`src/rtl/vga_timing_pkg.sv`:
```
// vga_timing_pkg: 640x480 raster constants, counter widths and the
// tracker state encoding shared by the sync receive path.
package vga_timing_pkg;

    localparam int COL_W = 10;
    localparam int ROW_W = 10;
    localparam int PER_W = 12;

    localparam int VGA_TOTAL_COLS   = 800;
    localparam int VGA_TOTAL_ROWS   = 525;
    localparam int VGA_ACTIVE_COLS  = 640;
    localparam int VGA_ACTIVE_ROWS  = 480;
    localparam int VGA_H_PORCH_COLS = VGA_TOTAL_COLS - VGA_ACTIVE_COLS;
    localparam int VGA_V_PORCH_ROWS = VGA_TOTAL_ROWS - VGA_ACTIVE_ROWS;

    typedef enum logic [1:0] {
        SEARCH,
        TRAIN,
        WAIT_V,
        LOCKED
    } track_state_t;

endpackage

```
`src/rtl/sync_edge_detect.sv`:
```
// sync_edge_detect: two-flop input pipe with a rising-edge pulse
// taken between the two stages.
module sync_edge_detect (
    input  logic clk,
    input  logic reset,
    input  logic sync,
    output logic rise
);

    logic d1;
    logic d2;

    always_ff @(posedge clk) begin
        if (reset) begin
            d1 <= 1'b0;
            d2 <= 1'b0;
        end else begin
            d1 <= sync;
            d2 <= d1;
        end
    end

    assign rise = d1 & ~d2;

endmodule

```
`src/rtl/vga_sync_tracker.sv`:
```
// vga_sync_tracker: flywheel lock to an incoming hsync/vsync pair and
// regeneration of column/row counters, active and frame-start strobes.
module vga_sync_tracker
    import vga_timing_pkg::*;
#(
    parameter int TOTAL_COLS  = VGA_TOTAL_COLS,
    parameter int TOTAL_ROWS  = VGA_TOTAL_ROWS,
    parameter int ACTIVE_COLS = VGA_ACTIVE_COLS,
    parameter int ACTIVE_ROWS = VGA_ACTIVE_ROWS,
    parameter int LOCK_LINES  = 4,
    parameter int MISS_LIMIT  = 3
) (
    input  logic             i_clk,
    input  logic             i_reset,
    input  logic             i_hsync,
    input  logic             i_vsync,
    output logic             o_locked,
    output logic [COL_W-1:0] o_col_count,
    output logic [ROW_W-1:0] o_row_count,
    output logic             o_active,
    output logic             o_frame_start,
    output logic [PER_W-1:0] o_line_period
);

    localparam int H_PORCH_COLS = TOTAL_COLS - ACTIVE_COLS;
    localparam int V_PORCH_ROWS = TOTAL_ROWS - ACTIVE_ROWS;

    localparam logic [COL_W-1:0] COL_LAST  = COL_W'(TOTAL_COLS - 1);
    localparam logic [COL_W-1:0] COL_PORCH = COL_W'(H_PORCH_COLS);
    localparam logic [COL_W-1:0] COL_CHK   = COL_W'(H_PORCH_COLS - 1);
    localparam logic [ROW_W-1:0] ROW_LAST  = ROW_W'(TOTAL_ROWS - 1);
    localparam logic [ROW_W-1:0] ROW_PORCH = ROW_W'(V_PORCH_ROWS);
    localparam logic [ROW_W-1:0] ROW_CHK   = ROW_W'(V_PORCH_ROWS - 1);
    localparam logic [PER_W-1:0] PER_LINE  = PER_W'(TOTAL_COLS);
    localparam logic [PER_W-1:0] PER_MAX   = '1;
    localparam logic [3:0]       GOOD_LOCK = 4'(LOCK_LINES);
    localparam logic [3:0]       MISS_MAX  = 4'(MISS_LIMIT);
    localparam logic [11:0]      WAIT_MAX  = 12'(2 * TOTAL_ROWS);

    track_state_t     state;
    track_state_t     state_n;
    logic [COL_W-1:0] col;
    logic [COL_W-1:0] col_n;
    logic [ROW_W-1:0] row;
    logic [ROW_W-1:0] row_n;
    logic [PER_W-1:0] period;
    logic [3:0]       good;
    logic [3:0]       good_n;
    logic [3:0]       miss;
    logic [3:0]       miss_n;
    logic [11:0]      wait_lines;
    logic [11:0]      wait_n;

    logic h_rise;
    logic v_rise;
    logic col_wrap;
    logic h_chk;
    logic h_bad;
    logic v_bad;
    logic per_ovf;

    sync_edge_detect u_hsync_edge (
        .clk   (i_clk),
        .reset (i_reset),
        .sync  (i_hsync),
        .rise  (h_rise)
    );

    sync_edge_detect u_vsync_edge (
        .clk   (i_clk),
        .reset (i_reset),
        .sync  (i_vsync),
        .rise  (v_rise)
    );

    assign col_wrap = (col == COL_LAST);
    assign h_chk    = (col == COL_CHK);
    // Edge off the checkpoint, or checkpoint without an edge.
    assign h_bad    = h_rise ^ h_chk;
    assign v_bad    = v_rise && !((row == ROW_CHK) && col_wrap);
    assign per_ovf  = (period == PER_MAX) && !h_rise;

    always_comb begin
        state_n = state;
        good_n  = good;
        miss_n  = miss;
        wait_n  = wait_lines;
        col_n   = col_wrap ? '0 : col + COL_W'(1);
        row_n   = row;
        if (col_wrap) begin
            row_n = (row == ROW_LAST) ? '0 : row + ROW_W'(1);
        end
        unique case (state)
            SEARCH: begin
                row_n = '0;
                if (h_rise) begin
                    col_n   = COL_PORCH;
                    good_n  = '0;
                    state_n = TRAIN;
                end
            end
            TRAIN: begin
                row_n = '0;
                if (h_rise) begin
                    col_n  = COL_PORCH;
                    good_n = (period == PER_LINE) ? good + 4'd1 : '0;
                    if (good_n == GOOD_LOCK) begin
                        state_n = WAIT_V;
                        wait_n  = '0;
                    end
                end else if (per_ovf) begin
                    state_n = SEARCH;
                    good_n  = '0;
                end
            end
            WAIT_V: begin
                if (col_wrap) begin
                    wait_n = wait_lines + 12'd1;
                end
                if (v_rise) begin
                    row_n   = ROW_PORCH;
                    miss_n  = '0;
                    state_n = LOCKED;
                end else if (h_rise && !h_chk) begin
                    good_n  = '0;
                    state_n = TRAIN;
                end else if (col_wrap && wait_n == WAIT_MAX) begin
                    row_n   = '0;
                    state_n = SEARCH;
                end
            end
            LOCKED: begin
                if (h_bad || v_bad) begin
                    miss_n = miss + 4'd1;
                end else if (h_rise) begin
                    miss_n = '0;
                end
                if (miss_n == MISS_MAX) begin
                    col_n   = '0;
                    row_n   = '0;
                    miss_n  = '0;
                    good_n  = '0;
                    state_n = SEARCH;
                end
            end
            default: state_n = SEARCH;
        endcase
    end

    always_ff @(posedge i_clk) begin
        if (i_reset) begin
            state         <= SEARCH;
            col           <= '0;
            row           <= '0;
            good          <= '0;
            miss          <= '0;
            wait_lines    <= '0;
            period        <= '0;
            o_line_period <= '0;
            o_active      <= 1'b0;
            o_frame_start <= 1'b0;
        end else begin
            state      <= state_n;
            col        <= col_n;
            row        <= row_n;
            good       <= good_n;
            miss       <= miss_n;
            wait_lines <= wait_n;
            if (h_rise) begin
                o_line_period <= period;
                period        <= PER_W'(1);
            end else if (period != PER_MAX) begin
                period <= period + PER_W'(1);
            end
            o_active <= (state_n == LOCKED)
                     && (col_n >= COL_PORCH)
                     && (row_n >= ROW_PORCH);
            o_frame_start <= (state_n == LOCKED)
                          && (col_n == '0)
                          && (row_n == '0);
        end
    end

    assign o_locked    = (state == LOCKED);
    assign o_col_count = col;
    assign o_row_count = row;

endmodule

```
`config.mk`:
```
export PLATFORM = sky130hd
export DESIGN_NAME = vga_sync_tracker
export DESIGN_NICKNAME = d
export VERILOG_FILES = /design/src/rtl/vga_timing_pkg.sv /design/src/rtl/sync_edge_detect.sv /design/src/rtl/vga_sync_tracker.sv
export SDC_FILE = /design/constraint.sdc
export NUM_CORES = 1
export LEC_CHECK = 0
export CELL_PAD_IN_SITES_DETAIL_PLACEMENT = 0
export CELL_PAD_IN_SITES_GLOBAL_PLACEMENT = 1
export CORE_ASPECT_RATIO = 0.6
export CORE_MARGIN = 2
export CORE_UTILIZATION = 30
export CTS_CLUSTER_DIAMETER = 40
export DETAILED_ROUTE_END_ITERATION = 6
export PLACE_DENSITY = 0.66
export SLEW_MARGIN = 30
export SYNTH_ARGS = -nofsm -noshare
export SYNTH_HDL_FRONTEND = slang
export SYNTH_SLANG_ARGS = --single-unit
```
`constraint.sdc`:
```
create_clock -name i_clk -period 6.62 [get_ports i_clk]
set_clock_uncertainty 0.2 [all_clocks]
set_input_delay 1.324 -clock i_clk [delete_from_list [all_inputs] [get_ports i_clk]]
set_output_delay 1.324 -clock i_clk [all_outputs]
set_load 0.02 [all_outputs]
```
==> results by group <==
Job
  • Maxcap violations: 0

Worst hold path
  • Worst min-delay path class: flip-flop to flip-flop
  • Hold Crit Depth: 2

STA
  • Fin. max-slew vios: 0
  • Highest Clock Rate: 0.215 GHz
  • Slew margin rel.: 45.8%
  • Setup tns final: 0 ps
  • Period minus WS final: 4640 ps
  • Endpoints failing setup: 0
  • Slew @ Worst Pin: 806 ps
  • Final hold vios: 0
  • RSZ-0062 raised after global routing: false
  • Period utilisation layout: 70.1%

Placed design
  • Post-DP HPWL: 8.62 mm
  • GPL Wtd Cong: 0.798
  • Port Buffers: 38

Pwr
  • Leak pwr: 1.64 nW
  • NetSw: 0.220 mW
  • Clock Power Share: 48.2%
  • Flop pwr share: 46.6%
  • Pwr dens: 198 mW/mm^2
  • Gate power share: 5.2%
  • Pint: 0.740 mW
  • VDD IR max: 0.119 mV
  • Switching portion of total power: 22.9%

Synth
  • Commonest cells in the synthesized netlist: dfxtp_1 (72), nor2_1 (61), nand2_1 (60)
  • Syn_nets: 531
  • Area share of the largest cell type after synthesis: 35.5%
  • Mean post-synth cell area: 7.83 sq um
  • Register bit total from synthesis: 72
  • Post-synth ARST share: 0%
  • Post-synth EDFFs: 0
  • Ys Warns: 0
  • Mapped Area: 0.00406 sq mm
  • Distinct cell type count after synthesis: 65
  • Synth area leaders: dfxtp_1 (36%), a21oi_1 (5.8%), nor2_1 (5.6%)
  • Cell with the most instances after synthesis: dfxtp_1
  • Synth area leader: dfxtp_1
  • Dominant synthesized flop cell: dfxtp_1
  • Register area share after synthesis: 35.5%
  • Syn Inst Count: 518

Setup path
  • Critical Path Sink Type: flip-flop
  • Critical path startpoint category: flip-flop
  • Worst r2r path cells: 11
  • Worst-path fanout max: 20
  • Setup CP Type: flip-flop to flip-flop
  • CP Data Arrival Time: 4650 ps
  • WP data required: 6630 ps

CTS
  • Worst-path clk slew: 60 ps
  • CTS Root Cell: clkbuf_16
  • H-tree levels: 3
  • Clk_lat worst skew: 330 ps
  • Post-cts sizing count: 0
  • Number of setup buffers added after CTS: 0
  • CTS Buffer Depth: 2
  • TritonCTS clock tree: done
  • Total CTS buffers: 9
  • Hold buffer count at cts: 0
  • Clock sink total: 72

Global route
  • Initial antenna violation count: 0
  • First-pass GRT wire length: 19.1 mm
  • Vias in the first global route: 3482
  • GRT Resource Usage Total: 16.8%
  • GR Overflow Total: 0
  • Largest net degree at the start of global routing: 26

Routing
  • Count of antenna-violating nets left after detailed routing: 0
  • DRC viols: 0
  • Drt initial violations: 241
  • Via count: 3840
  • Final wirelength: 11.7 mm
  • Vias/cell: 5.34
  • DR WL/cell: 16.3 um
  • Router iterations before antenna repair: 5

Die
  • Die Y: 94.1 um
  • Starting Density: 31.2%
  • Die area: 0.0145 sq mm
  • Core Box Area: 0.0130 sq mm
  • Die W: 154 um
  • I/O pins: 39
  • Cell Rows: 32

Cells and area
  • P&R area growth vs syn: 19.4%
  • ANT cells: 0
  • Final Core Density: 37.2%
  • Share of post-route cells with drive strength above 1: 5.83%
  • Footprint of the multi-input gates: 0.00243 sq mm
  • Fillcell total: 1356
  • FF+latch area: 0.00144 sq mm
  • Final net count: 558

Outcome
  • Outcome: finished clean
==> registers in the layout, indices dropped and copies added (netlist names), 2 cells and up <==
name           cells
period            12
o_col_count       10
miss               4
state              2
wait_lines        12
o_line_period     12
o_row_count       10
good               4
==> logic make-up (layout without fill, tap and decap cells) <==
logic type	after synthesis	in the layout	share of synthesized area, %
adders and majority gates	9	9	2.78
buffers and inverters	45	76	4.50
muxes	5	5	1.39
and+or+nand+nor	237	237	30.4
DFF	72	72	35.5
AOI/OAI and AO/OA	117	117	18.2
xor gates and xnor gates	33	33	7.13
==> power by group through the flow <==
stage / Combinational, mW / Clock (mW) / Sequential (mW)
6_report: 0.0501 / 0.463 / 0.447
5_1_grt: 0.0558 / 0.497 / 0.448
4_1_cts: 0.0503 / 0.474 / 0.448
3_5_place_dp: 0.0501 / 0 / 0.457
3_3_place_gp: 0.0499 / 0 / 0.457
2_1_floorplan: 0.0315 / 0 / 0.457
==> critical path, stage by stage, from the launching register on <==
cell,delay (ps)
dfxtp_1,290
nand2b_1,580
inv_1,560
ha_1,490
and3b_1,190
nand3_1,150
o211ai_1,320
mux2i_1,510
nor3_4,130
a21oi_1,460
o2111ai_1,200
a2111oi_1,430
==> path summary, 6_finish.rpt <==
kind         slack, ps        startpoint                to
max               1980   u_hsync_edge.d2          o_active
min                250  o_line_period[6]  o_line_period[6]
max reg2reg       1980   u_hsync_edge.d2          o_active
min reg2reg        250  o_line_period[6]  o_line_period[6]
==> cell type report <==
class / count / share of cell area [%]
clock inverter: 2 / 0.284
multi-input combinational: 401 / 50.2
tap: 170 / 4.39
inverter: 20 / 1.55
sequential: 72 / 29.8
clock buffer: 13 / 5.58
timing repair buffer: 41 / 8.21
==> cell usage in the layout, fill, tap and decap left out, types with 3 or more instances in the layout <==
cell type        instances
dfxtp_1                 72
nor2_1                  61
nand2_1                 60
a21oi_1                 47
clkdlybuf4s50_1         37
nand3_1                 25
inv_1                   20
o21ai_0                 20
xnor2_1                 19
xor2_1                  14
nand4_1                 13
nor3_1                  10
ha_1                     9
clkbuf_16                9
nand2b_1                 8
nor2b_1                  7
and3_1                   6
nor4_1                   6
a31oi_1                  6
and4_1                   5
o211ai_1                 5
a22oi_1                  5
or3_1                    5
nand3b_1                 4
o31ai_1                  4
a311oi_1                 4
and2_1                   3
mux2i_1                  3
or2_2                    3
o211a_1                  3
or4_1                    3
clkbuf_8                 3
buf_4                    3
==> per-layer routing <==
| layer | share of wire [%] | track usage (%) |
|---|---|---|
| met2 | 38 | 22.5 |
| met1 | 56 | 26.4 |
| met3 | 4.7 | 3.74 |
| met5 | 0 | 0 |
| met4 | 0.99 | 3.82 |
==> stage by stage <==
step / cell area, sq um / worst slack (ps) / hold slack [ps] / instances / total power, mW
after floorplan: 4060 / 2860 / 239 / 518 / 0.489
after global placement: 4560 / 2270 / 246 / 704 / 0.507
after detailed placement: 4560 / 2030 / 246 / 704 / 0.507
after CTS: 4850 / 1990 / 254 / 719 / 0.972
after global routing: 4840 / 1570 / 275 / 719 / 1.00
final: 4840 / 1980 / 252 / 719 / 0.960
No activity file was read; power rests on OpenSTA's default activity.
